**config.mk**
```make
export PLATFORM = sky130hd
export DESIGN_NAME = rr_arbiter8
export DESIGN_NICKNAME = d
export VERILOG_FILES = /design/src/rtl/rr_arbiter8.sv
export SDC_FILE = /design/constraint.sdc
export NUM_CORES = 1
export LEC_CHECK = 0
export BUFFER_PORTS_ARGS = -buffer_cell sky130_fd_sc_hd__buf_2
export CAP_MARGIN = 20
export CORE_UTILIZATION = 55
export DETAILED_ROUTE_END_ITERATION = 6
export PLACE_DENSITY = 0.85
export SLEW_MARGIN = 5
export SYNTH_ARGS = -nofsm -noshare
export SYNTH_HDL_FRONTEND = slang
export SYNTH_SLANG_ARGS = --single-unit
export TNS_END_PERCENT = 20
```
**constraint.sdc**
```tcl
create_clock -name clk -period 7.3 [get_ports clk]
set_clock_uncertainty 0.1 [all_clocks]
set_input_delay 1.46 -clock clk [delete_from_list [all_inputs] [get_ports clk]]
set_output_delay 1.46 -clock clk [all_outputs]
set_load 0.1 [all_outputs]
```
**src/rtl/rr_arbiter8.sv**
```systemverilog
// Round-robin arbiter for 8 requesters with an optional maximum hold time.
// A rotated copy of the request vector is priority-encoded so that the
// requester just after the last winner always has the highest priority.
// All outputs are registered; there is one dead cycle between winners.
module rr_arbiter8 #(
  parameter int HOLD_W   = 8,
  parameter int MAX_HOLD = 16
) (
  input  logic       clk,
  input  logic       rst_n,
  input  logic [7:0] req,
  output logic [7:0] grant,
  output logic [2:0] grant_code,
  output logic       grant_valid,
  output logic       timeout
);

  typedef enum logic {
    IDLE,
    GRANT
  } state_t;

  // Last legal hold count before a forced release; unused when MAX_HOLD is 0.
  localparam bit              TIMEOUT_EN = (MAX_HOLD != 0);
  localparam logic [HOLD_W-1:0] HOLD_LAST =
    TIMEOUT_EN ? HOLD_W'(MAX_HOLD - 1) : '0;
  localparam logic [HOLD_W-1:0] HOLD_SAT = '1;

  state_t            state_q;
  logic [2:0]        ptr_q;
  logic [HOLD_W-1:0] hold_q;
  logic [7:0]        grant_q;
  logic [2:0]        code_q;
  logic              valid_q;
  logic              timeout_q;

  logic [15:0]       req_dbl;
  logic [7:0]        req_rot;
  logic [2:0]        win_off;
  logic [2:0]        win_d;

  // Rotate requests so index 0 of req_rot corresponds to ptr, then take the
  // lowest set bit; adding ptr back (mod 8) gives the winner's real index.
  always_comb begin
    req_dbl = {req, req} >> ptr_q;
    req_rot = req_dbl[7:0];
    win_off = 3'd0;
    for (int i = 7; i >= 0; i--) begin
      if (req_rot[i]) begin
        win_off = 3'(i);
      end
    end
    win_d = ptr_q + win_off;
  end

  // Arbitration state machine with registered outputs and hold counter.
  always_ff @(posedge clk or negedge rst_n) begin
    if (!rst_n) begin
      state_q   <= IDLE;
      ptr_q     <= 3'd0;
      hold_q    <= '0;
      grant_q   <= 8'd0;
      code_q    <= 3'd0;
      valid_q   <= 1'b0;
      timeout_q <= 1'b0;
    end else begin
      timeout_q <= 1'b0;
      case (state_q)
        IDLE: begin
          if (req != 8'd0) begin
            grant_q <= 8'd1 << win_d;
            code_q  <= win_d;
            valid_q <= 1'b1;
            hold_q  <= '0;
            state_q <= GRANT;
          end
        end
        GRANT: begin
          if (!req[code_q]) begin
            // Voluntary release: winner becomes lowest priority next round.
            grant_q <= 8'd0;
            code_q  <= 3'd0;
            valid_q <= 1'b0;
            ptr_q   <= code_q + 3'd1;
            state_q <= IDLE;
          end else if (TIMEOUT_EN && (hold_q == HOLD_LAST)) begin
            // Forced release after MAX_HOLD visible cycles.
            grant_q   <= 8'd0;
            code_q    <= 3'd0;
            valid_q   <= 1'b0;
            ptr_q     <= code_q + 3'd1;
            state_q   <= IDLE;
            timeout_q <= 1'b1;
          end else if (hold_q != HOLD_SAT) begin
            // Saturate so an unlimited hold never wraps into a false timeout.
            hold_q <= hold_q + HOLD_W'(1);
          end
        end
        default: begin
          state_q <= IDLE;
        end
      endcase
    end
  end

  assign grant       = grant_q;
  assign grant_code  = code_q;
  assign grant_valid = valid_q;
  assign timeout     = timeout_q;

endmodule

```
==> results, run 1 <==
- Global routing finished with a remaining overflow of 0.
- The number of library cell types mapped by synthesis is between 60 and 70.
- The die outline height is 64.34 um.
- The number of antenna violations at the first check in global routing is 0.
- Dividing the final minimum period by the clock period gives between 60 and 70%.
- Detailed placement finished with a half-perimeter wire length of around 3400 um.
- The maximum count of clock buffers along a single path is 2.
- Fill cells in the final layout number about 340.
- CTS built an H-tree with a depth of 1.
- Prior to clock tree synthesis, the placed netlist has a worst setup slack of about 2500 ps.
- Synthesis produced 243 cells.
- Clock-pin slew was measured on the worst setup and hold paths at 90 ps.
- 0 antenna diodes ended up in the layout.
- For this run, the post-layout net count is between 200 and 300.
- By startpoint and endpoint, the worst setup path is classified as input pin to flop.
- After detailed routing, the number of remaining DRC violations is 0.
- Walking the worst path, the cells encountered are buf_2 > nor3_1 > a211oi_1 > o21ai_0 > a21oi_1 > or3b_2 > fa_1 > nand4b_1 > or3_2 > nand3_1.
- Cells with a size suffix above 1 make up 17.74% of the layout.
- Yosys mapped a number of flops with a built-in enable equal to 0.
- Entering global routing, the biggest net connects 31 pins.
- Measured against its own limit, the worst slew margin works out to approximately a third.
- Summed over all failing endpoints, the final setup total negative slack is 0 ps.
- The flow ran to the end, and the final reports show no timing, DRC or antenna violations.
- The count of buffers from port buffering is 22.
- The startpoint kind of the worst setup timing path is an input pin.
- The number of iterations in the first detailed-routing pass is 4.
- The post-synthesis simple-gate area fraction is a little over a quarter.
- The tree built by TritonCTS fans out to 25 sinks.
- Once detail routing completed, the nets flagged for antenna violations numbered 0.
- For this run, asynchronously set or reset flops after synthesis account for between 90% and 100%.
- The number of endpoints with negative hold slack in the final report is 0.
- The tree is rooted in a clkbuf_8.
- The number of primary I/O pins is 23.
- After clock tree synthesis, the setup repair step added 0 buffers.
- Counting the buffers created by CTS gives 3.
- The worst stage delay on the critical path is 610 ps.
- The multiplexer share of the synthesized area is roughly 13%.
- The post-synthesis net count is between 200 and 300.
- TritonCTS built the clock tree.
- In the synthesized netlist the dominant register cell turns out to be dfrtp_1.
- Setup repair after global routing left no endpoint under its margin.
- IR analysis of the VDD net gives a maximum drop of 0.3882 mV.
- During synthesis, Yosys emitted a total of 0 warnings.
- For the pin with the worst max-slew slack, the measured transition is approximately 970 ps.
- The post-cts sizing count is 0.
- For this configuration, the core starts out at a cell density of 57.94%.
- The reported leakage power is a little under 1 nW.
- Along the worst path, the maximum fanout reaches 12.
- Summed over all layers, the routed wires come to ~4700 um.
- After layout, the worst setup slack is around 2800 ps.
- Timing would allow up to between 200 and 250 MHz.
- The path type of the worst min-delay path is flop to flop.
- The violation count after the first detailed-routing iteration is about 120.
- The critical path endpoint category is a flop.
- The cell with the biggest individual delay on the critical path is fa_1.
- The cell area that synthesis handed to floorplanning was around 0.0021 sq mm.
- Across the run, the number of max-cap violations was 0.
- Measured along the x axis, the die boundary spans roughly 64 um.
- The synthesis-stage register bit count is 25.
- The last weighted congestion value of the routability-driven placer is approximately 0.9.
- The synthesized netlist devotes about 2.7% of its cell area to adder and majority cells.
- The overall fraction of global-route tracks in use is about a quarter.
- The data arrival time of the critical path is 4660 ps.
- Summing the areas of all compound-gate instances in the mapped netlist gives between 10% and 20% of the synthesized area.
- The area growth from synthesis to layout is 3.220%.
- The average wire per standard cell is 16.02 um.
- The floorplan step defined a die boundary enclosing between 0.004 and 0.005 sq mm.
- The core area is between 0.003 and 0.004 sq mm.
- After synthesis, the largest family of logic cells by area is simple AND/OR/NAND/NOR gates.
- Across the whole layout, storage elements account for ~630 sq um.
- The final count of negative-setup-slack endpoints is 0.
- Summing the sequential cell areas from Yosys gives between 20 and 30% of the chip area.
- The floorplan has 22 rows.
- The worst path needs 4535 ps of the cycle, external delays included.
- After detailed routing, the number of vias per cell comes to about 6.3.
- The count of final max-slew check failures is 0.
- The xor and xnor area share after synthesis is between 2 and 2.5%.
- The areal power density over the cells is approximately 470 mW/mm^2.
- The insertion delay of the later-clocked pin in the worst-skew pair is about 280 ps.
- The wire length of the first global-routing pass is about 8200 um.
- The multi-input combinational cell area is ~0.0013 sq mm.
- Hold repair after CTS inserted 0 buffers.
- The routed layout has approximately 1900 vias.
- The via count of the first global-routing pass is about 1700.
- Data on the critical path is required at its endpoint by ~7400 ps.
- The average cell area after synthesis is around 8.8 sq um.
==> stage by stage <==
step	area, sq um	power (mW)	utilization [%]	std cells	hold slack, ps
2_1_floorplan	2137	0.8449	-	243	361.8
3_3_place_gp	2161	0.9179	58.58	292	357.2
3_5_place_dp	2161	0.9444	58.58	292	358.7
4_1_cts	2206	1.030	59.80	296	386.6
5_1_grt	2206	1.117	59.80	296	405.3
6_report	2206	1.034	59.80	296	380.3
==> worst max-delay path: cells and delay by family <==
| family | cells | cell delay, ps |
|---|---|---|
| simple gates | 5 | 1710 |
| compound gates | 3 | 720 |
| fa+ha+maj | 1 | 610 |
| buf+inv | 1 | 170 |
==> registers in the layout, summed over array words and instances, names as in the netlist <==
register     cells
ptr_q            3
state_q          1
hold_q           8
grant_valid      1
grant            8
timeout          1
grant_code       3
==> final cells by class <==
cell class | count | share of cell area, %
Tap cell | 48 | 2.723
Timing Repair Buffer | 22 | 4.991
Sequential cell | 25 | 28.36
Inverter | 10 | 1.702
Clock buffer | 4 | 2.042
Multi-Input combinational cell | 187 | 60.18
==> routing by layer <==
metal	global-route usage (%)	share of wire (%)
met3	3.929	6.4
met1	35.43	45
met5	0	0
met2	41.71	48
met4	4.444	0.74
==> cell usage in the layout (no fill, tap or decap), drive strengths merged, types with 2 or more instances in the layout <==
cell type  netlist  layout
mux2i            7       7
nand2           28      28
nor3b            5       5
mux2             3       3
a21oi            9       9
a211oi           5       5
or3b             2       2
or2              5       5
nor2            17      17
a32oi            2       2
o211a            2       2
ha               3       3
nor3             8       8
buf              9      22
and4             2       2
or3              4       4
xor2             5       5
nand3           17      17
dfrtp           25      25
clkbuf          12       4
mux4             7       7
o2111ai          2       2
o21ai           15      15
and2             3       3
o211ai           3       3
inv             10      10
nand2b           3       3
nand4            4       4
nor4             4       4
and3             3       3
==> report_power, final <==
group / internal, mW / leakage, nW / total, mW / switching (mW)
clock network: 0.0392 / 0.0228 / 0.0848 / 0.0456
registers: 0.176 / 0.327 / 0.261 / 0.0846
logic: 0.244 / 0.632 / 0.688 / 0.444
==> path summary, 6_finish.rpt <==
path / from / to / slack [ps] / cells after the start
setup / recovery: req[0] / grant[7] / 2760 / 10
hold / removal: grant[4] / grant[4] / 380 / 2
setup reg to reg: ptr_q[1] / grant[7] / 3160 / 11
hold reg to reg: grant[4] / grant[4] / 380 / 2
max in group asynchronous: rst_n / ptr_q[2] / 5660 / 1
min in group asynchronous: rst_n / grant[6] / 1060 / 1
==> cell usage after synthesis, types with 2 or more instances <==
cell type	instances	area share, %
clkbuf_1	8	1.4
buf_6	3	1.6
dfrtp_1	25	29
nor4_1	4	1.2
o211a_1	2	0.94
nor3b_1	5	1.8
or3_2	3	1.1
nand3_1	17	4.0
nor3_1	7	1.6
o2111ai_1	2	0.82
buf_2	2	0.47
ha_1	3	1.8
o21ai_1	2	0.47
o21ai_0	13	3.0
mux4_2	4	4.2
a211oi_1	5	1.8
nand2b_1	3	0.88
nand4_1	4	1.2
a21oi_1	9	2.1
mux4_1	3	3.7
or3b_2	2	0.82
o211ai_1	3	1.1
and3_1	3	0.88
and4_1	2	0.82
mux2_2	3	1.6
and2_1	2	0.59
or2_1	3	0.88
nand2_1	27	4.7
clkbuf_8	3	1.9
buf_4	3	1.1
nor2_1	16	2.8
mux2i_1	7	3.3
inv_1	10	1.8
xor2_1	5	2.0
a32oi_1	2	0.82
==> kinds of logic (layout without fill, tap and decap cells) <==
family,Yosys count,after routing
xor+xnor,6,6
compound gates,52,52
fa+ha+maj,4,4
flops,25,25
buf+inv,31,36
simple gates,108,108
mux,17,17
Power figures use the tool's default switching activity.
==> inputs of run 2 (changes only) <==
==> constraint.sdc (replaced) <==
create_clock -name clk -period 4.4 [get_ports clk]
set_clock_uncertainty 0.1 [all_clocks]
set_input_delay 0.88 -clock clk [delete_from_list [all_inputs] [get_ports clk]]
set_output_delay 0.88 -clock clk [all_outputs]
set_load 0.1 [all_outputs]
==> run 2 against run 1 <==
Register-to-register slack worse by 2800 ps. Via count is 0.11% higher. Flip-flop and latch count stayed put. Wire length is 2.3% lower. Utilization is 0.24 points higher. Sequential power is 58% higher.
==> results, run 2 (synthesis results as in run 1) <==
- Setup repair after global routing left no endpoint under its margin.
- The clock root buffer master is clkbuf_8.
- The overall power is 1.712 mW (+66%).
- The via density per instance is 6.293 (-0.23%).
- The reported leakage power came to 0.9896 nW (+0.78%).
- The number of endpoints with negative hold slack in the final report is 0 (unchanged).
- The core area is 0.003689 sq mm (unchanged).
- The die boundary width is 64.34 um (unchanged).
- The post-place setup slack is 232.6 ps (-2257 ps).
- The post-cts hold buffer count is 0 (unchanged).
- The post-layout utilization of the core is 60.04% (+0.24 points).
- The most common library cell in the layout ignoring fill and taps is nand2_1.
- The critical path endpoint category is a flop.
- TritonCTS built the clock tree.
- The maximum vdd ir drop was 0.7103 mV (+83%).
- The number of cell rows came to 22 (unchanged).
- The clock transition time at the flip-flop clock pins of the worst setup and hold paths is 90 ps (about the same).
- In this run the worst setup path begins at ptr_q[1].
- The remaining number of nets flagged by the antenna check after routing is 0 (unchanged).
- The vias after detailed routing is 1869 (+0.11%).
- The wire length of the first global-routing pass is 8238 um (+0.17%).
- The worst hold margin is 380.9 ps (+0.6180 ps).
- The ratio of cells with drive above 1 in the final layout is 18.47% (+0.73 points).
- The clock sink count was 25 (unchanged).
- The register-to-register setup slack is 380 ps (-2780 ps).
- The cell area after layout was 0.002215 sq mm (+0.40%).
- The transition time of the tightest slew-check pin is 791.3 ps (-180.0 ps).
- The data arrival time of the critical path is 4130 ps (-530 ps).
- The die outline height is 64.34 um (unchanged).
- The number of max-capacitance violations reported came to 0 (unchanged).
- The category of the most critical setup path is flop to flop.
- The number of standard cells in the final layout excluding fillers came to 297 (+0.34%).
- The net count of the finished layout is 264 (+0.38%).
- The total number of H-tree levels was 1 (unchanged).
- The number of buffers created by CTS came to 3 (unchanged).
- The count of placed standard cells including taps came to 293 (+0.34%).
- The maximum count of clock buffers along a single path is 2 (unchanged).
- The largest net degree at the start of global routing is 26 (-16%).
- The number of antenna violations at the first check in global routing came to 0 (unchanged).
- The startpoint of the lowest-slack register-to-register path is ptr_q[1].
- The required time of the worst setup path came to 4510 ps (-2910 ps).
- The worst slew margin relative to its limit came to 47.25% (+12 points).
- The post-route DRC violation count was 0 (unchanged).
- Walking the worst path, the cells encountered are buf_4 > nor3_1 > a211oi_1 > o21ai_0 > a21oi_1 > or3b_2 > fa_1 > nand4b_1 > or3_2 > nand3_1.
- The post-detailed-routing wire length is 4633 um (-2.3%).
- The areal power density over the cells is 773.1 mW/mm^2 (+65%).
- The clock period minus worst slack is ~4000 ps.
- The total overflow reported by the global router came to 0 (unchanged).
- The highest clock rate is approximately 250 MHz.
- The half-perimeter wire length after placement is 3293 um (-3.9%).
- The area of placed instances is 0.002168 sq mm (+0.35%).
- The overall fraction of global-route tracks in use is 24.91% (-0.41 points).
- The die area was 0.004139 sq mm (unchanged).
- The layout overhead on the synthesized area is 3.630%.
- In the finished design, the share of the clock period the worst path needs comes to about nine tenths.
- The cell with the biggest individual delay on the critical path is fa_1.
- The average wire per standard cell is 15.60 um (-2.6%).
- The via count of the first global-routing pass is 1756 (+3.4%).
- The count of final max-slew check failures was 0 (unchanged).
- The path type of the worst min-delay path is flop to flop.
- The post-cts sizing count is 0 (unchanged).
- STA classifies the critical path startpoint as a flop.
- The startpoint identified for the worst hold timing path is grant[4].
- The violation count after the first detailed-routing iteration is 95 (-20%).
- The worst stage delay on the critical path is 600 ps (about the same).
- The peak fanout along the critical path is 17 (+5).
- The worst hold path terminates at grant[4].
- The insertion delay of the later-clocked pin in the worst-skew pair is 270 ps (about the same).
- The count of buffers from port buffering is 22 (unchanged).
- The setup fix buffers added after clock tree synthesis came to 0 (unchanged).
- In this run the critical register-to-register path is captured at grant[7].
- The worst reg-to-reg path cell count is 10 (-1).
- The final worst setup slack is 381.6 ps (-2383 ps).
- In the layout the commonest cells are 27 x nand2_1, 25 x dfrtp_1, 22 x buf_2.
- The worst hold path stage count is 2 (unchanged).
- The flow ran to the end, and the final reports show no timing, DRC or antenna violations.
- The antenna diode count came to 0 (unchanged).
- The final count of negative-setup-slack endpoints is 0 (unchanged).
- The number of primary I/O pins was 23 (unchanged).
- The number of iterations in the first detailed-routing pass is 4 (unchanged).
- The post-route setup TNS is 0 ps (unchanged).
- The initial standard-cell utilization of the core is 57.94% (unchanged).
- The last weighted congestion value of the routability-driven placer came to 0.8944 (-1.6%).
run 2: power by group:
part	leakage [nW]	total (mW)	internal (mW)	switching [mW]
Clock	0.0255	0.137	0.0633	0.0732
Combinational	0.637	1.16	0.408	0.755
Sequential	0.327	0.412	0.293	0.119
run 2: worst max-delay path by stage:
stage | endpoint | cells past startpoint
2_1_floorplan | grant[4] | 13
3_3_place_gp | grant[7] | 10
3_5_place_dp | grant[7] | 10
4_1_cts | grant[7] | 10
5_1_grt | grant[7] | 10
6_report | grant[7] | 10
run 2: area by class of cell:
type                       instances  area (sq um)
clock buffer                       3         41.29
clock inverter                     1         5.005
fill                             348          1474
inverter                          10         37.54
multi-input combinational        187          1328
sequential                        25         625.6
tap                               48         60.06
timing repair buffer              23         117.6
run 2: layer usage:
metal	up-vias	GRT usage, %	wire length [um]
met5	-	0	0
met4	0	3.611	4
li1	907	-	-
met3	2	4.464	305
met1	879	36.28	2116
met2	81	39.21	2206
run 2: critical path: cells and delay by family, from the launching register on:
family	cells	cell delay [ps]
compound gates	3	720
fa+ha+maj	1	600
buf+inv	1	300
flops	1	570
simple gates	5	1680
==> inputs of run 3 (changes only) <==
--- a/config.mk
+++ b/config.mk
@@ -5,7 +5,7 @@
 export SDC_FILE = /design/constraint.sdc
 export NUM_CORES = 1
 export LEC_CHECK = 0
-export BUFFER_PORTS_ARGS = -buffer_cell sky130_fd_sc_hd__buf_2
+export BUFFER_PORTS_ARGS = -buffer_cell sky130_fd_sc_hd__clkbuf_2
 export CAP_MARGIN = 20
 export CORE_UTILIZATION = 55
 export DETAILED_ROUTE_END_ITERATION = 6
==> run 3 against run 2 <==
Register-to-register slack better by 120 ps. Worst hold slack got worse by 2.4 ps. Largest power group unchanged. Critical endpoint unchanged. Critical path type is now input pin to flop. Clock power hardly changed.
==> results, run 3 (synthesis results as in run 1) <==
- The peak fanout along the critical path is 12 (-5).
- The most critical setup path has its endpoint at grant[7].
- The setup fix buffers added after clock tree synthesis is 0 (unchanged).
- The via density per instance is 6.361 (+1.1%).
- The wire length of the first global-routing pass is 8148 um (-1.1%).
- The clock transition time at the flip-flop clock pins of the worst setup and hold paths is 80 ps (about the same).
- The total number of H-tree levels is 1 (unchanged).
- The worst reg-to-reg path cell count was 11 (+1).
- The die area is 0.004139 sq mm (unchanged).
- The number of primary I/O pins was 23 (unchanged).
- The overall fraction of global-route tracks in use was 24.81% (-0.095 points).
- The maximum count of clock buffers along a single path is 2 (unchanged).
- The library cells used most frequently in the layout, excluding fill and tap cells, are 27 x nand2_1, 25 x dfrtp_1, 22 x clkbuf_2.
- The worst register-to-register path begins at ptr_q[2].
- The clock sink count is 25 (unchanged).
- The remaining number of nets flagged by the antenna check after routing is 0 (unchanged).
- The via count of the first global-routing pass is 1769 (+0.74%).
- Relative to the synthesized area, the layout overhead comes to 4.274%.
- The number of buffer and inverter stages on the critical path came to 1 (unchanged).
- The min-delay analysis places its worst path in the category flop to flop.
- The post-route setup TNS came to 0 ps (unchanged).
- The number of cell rows is 22 (unchanged).
- The violation count after the first detailed-routing iteration is 114 (+20%).
- The post-cts hold buffer count was 0 (unchanged).
- The number of iterations in the first detailed-routing pass is 4 (unchanged).
- The half-perimeter wire length after placement is 3326 um (+1.0%).
- The insertion delay of the later-clocked pin in the worst-skew pair is 270 ps (about the same).
- The post-layout utilization of the core is 60.41% (+0.37 points).
- The reported leakage power came to 0.9919 nW (+0.24%).
- The last weighted congestion value of the routability-driven placer is 0.8899 (-0.50%).
- The worst slew margin relative to its limit is 46.39% (-0.85 points).
- The number of inserted filler cells in the final layout is 335 (-3.7%).
- The number of antenna violations at the first check in global routing is 0 (unchanged).
- The highest clock rate came to 251.4 MHz (+1.0%).
- The data arrival time of the critical path is 4080 ps (-50 ps).
- STA classifies the critical path endpoint as a flop.
- The critical path depth in cells is 10 (unchanged).
- By startpoint and endpoint, the worst setup path is classified as input pin to flop.
- The most common library cell in the layout ignoring fill and taps is nand2_1.
- The antenna diode count was 0 (unchanged).
- Traced cell by cell, the critical path runs through clkbuf_2 > nor3_1 > a211oi_1 > o21ai_0 > a21oi_1 > or3b_2 > fa_1 > nand4b_1 > or3_2 > nand3_1.
- The ratio of cells with drive above 1 in the final layout is 18.73% (+0.25 points).
- The clock tree from TritonCTS is yes.
- The worst stage delay on the critical path came to 590 ps (about the same).
- The average wire per standard cell is 15.55 um (-0.33%).
- The largest net degree at the start of global routing was 26 (unchanged).
- The final critical-path share of the clock period was 90.40% (-0.93 points).
- The endpoint identified for the worst register-to-register timing path is grant[7].
- The required time of the worst setup path is 4510 ps (about the same).
- The count of final max-slew check failures came to 0 (unchanged).
- The family with the most delay on the worst path is simple AND/OR/NAND/NOR gates.
- The net count of the finished layout is 266 (+0.76%).
- The register-to-register setup slack is 500 ps (+120 ps).
- CTS placed an instance of clkbuf_8 at the clock tree root.
- STA classifies the critical path startpoint as an input pin.
- The core area is 0.003689 sq mm (unchanged).
- The post-detailed-routing wire length is 4649 um (+0.35%).
- The run finished with clean final reports.
- The count of buffers from port buffering is 22 (unchanged).
- The final count of negative-setup-slack endpoints came to 0 (unchanged).
- The maximum vdd ir drop is 0.8261 mV (+16%).
- The most critical setup path has its startpoint at req[0].
- The number of buffers created by CTS is 3 (unchanged).
- Setup repair after global routing left no endpoint under its margin.
- The vias after detailed routing was 1902 (+1.8%).
- The die boundary width came to 64.34 um (unchanged).
- The post-route DRC violation count is 0 (unchanged).
- The number of max-capacitance violations reported is 0 (unchanged).
- The transition time of the tightest slew-check pin came to 804.1 ps (+12.82 ps).
- The die outline height is 64.34 um (unchanged).
- The post-cts sizing count is 0 (unchanged).
- The areal power density over the cells is 764.7 mW/mm^2 (-1.1%).
- The clock period minus worst slack is 3977 ps (-40.95 ps).
- The initial standard-cell utilization of the core is 57.94% (unchanged).
- The number of endpoints with negative hold slack in the final report came to 0 (unchanged).
- The total overflow reported by the global router is 0 (unchanged).
- For this design, the slowest cell found on the critical path is fa_1.
## run 3: cell count changes in the layout (fill, tap and decap cells not counted)
| cell | before | now |
|---|---|---|
| buf_4 | 1 | 3 |
| clkinv_2 | 1 | 0 |
| buf_2 | 22 | 0 |
| clkbuf_1 | 0 | 1 |
| clkbuf_2 | 0 | 22 |
## run 3: layer usage
| metal | wire length (um) | GRT usage [%] |
|---|---|---|
| met5 | 0 | 0 |
| met4 | 70 | 5.833 |
| met3 | 384 | 5.357 |
| met2 | 2100 | 39.08 |
| met1 | 2094 | 34.70 |
## run 3: how the worst min path moves through the flow
stage | startpoint | to | slack, ps | depth (start not counted)
final | grant[5] | grant[5] | 380 | 2
after global routing | grant[6] | grant[6] | 420 | 2
after CTS | grant[5] | grant[5] | 390 | 2
after detailed placement | grant_valid | grant_valid | 370 | 2
after global placement | grant[4] | grant[4] | 360 | 2
after floorplan | hold_q[6] | hold_q[6] | 360 | 1
## run 3: layout make-up
| type | count | area (sq um) | area share, % |
|---|---|---|---|
| Inverter | 10 | 37.54 | 1.684 |
| Timing Repair Buffer | 25 | 132.6 | 5.952 |
| Tap cell | 48 | 60.06 | 2.695 |
| Multi-Input combinational cell | 187 | 1328 | 59.57 |
| Sequential cell | 25 | 625.6 | 28.07 |
| Clock buffer | 4 | 45.04 | 2.021 |
## run 3: power breakdown
part	total, mW	switching [mW]	internal (mW)
sequential	0.409	0.116	0.293
combinational	1.16	0.749	0.413
clock	0.134	0.0688	0.0648
## run 3: stage by stage
step / setup slack (ps) / power, mW / cells / hold slack (ps) / area (sq um)
5_1_grt: 289.3 / 1.854 / 299 / 418.2 / 2228
3_3_place_gp: 320.5 / 1.531 / 295 / 362.7 / 2183
4_1_cts: 489.6 / 1.696 / 299 / 387.2 / 2228
3_5_place_dp: 236.1 / 1.556 / 295 / 367.2 / 2183
6_report: 422.5 / 1.704 / 299 / 378.5 / 2228
2_1_floorplan: 510.2 / 1.402 / 243 / 361.8 / 2137
## run 3: tightest hold or removal path, stage by stage, from the launching register on
cell	delay, ps
dfrtp_1	350
nand2_1	50
nand3_1	50
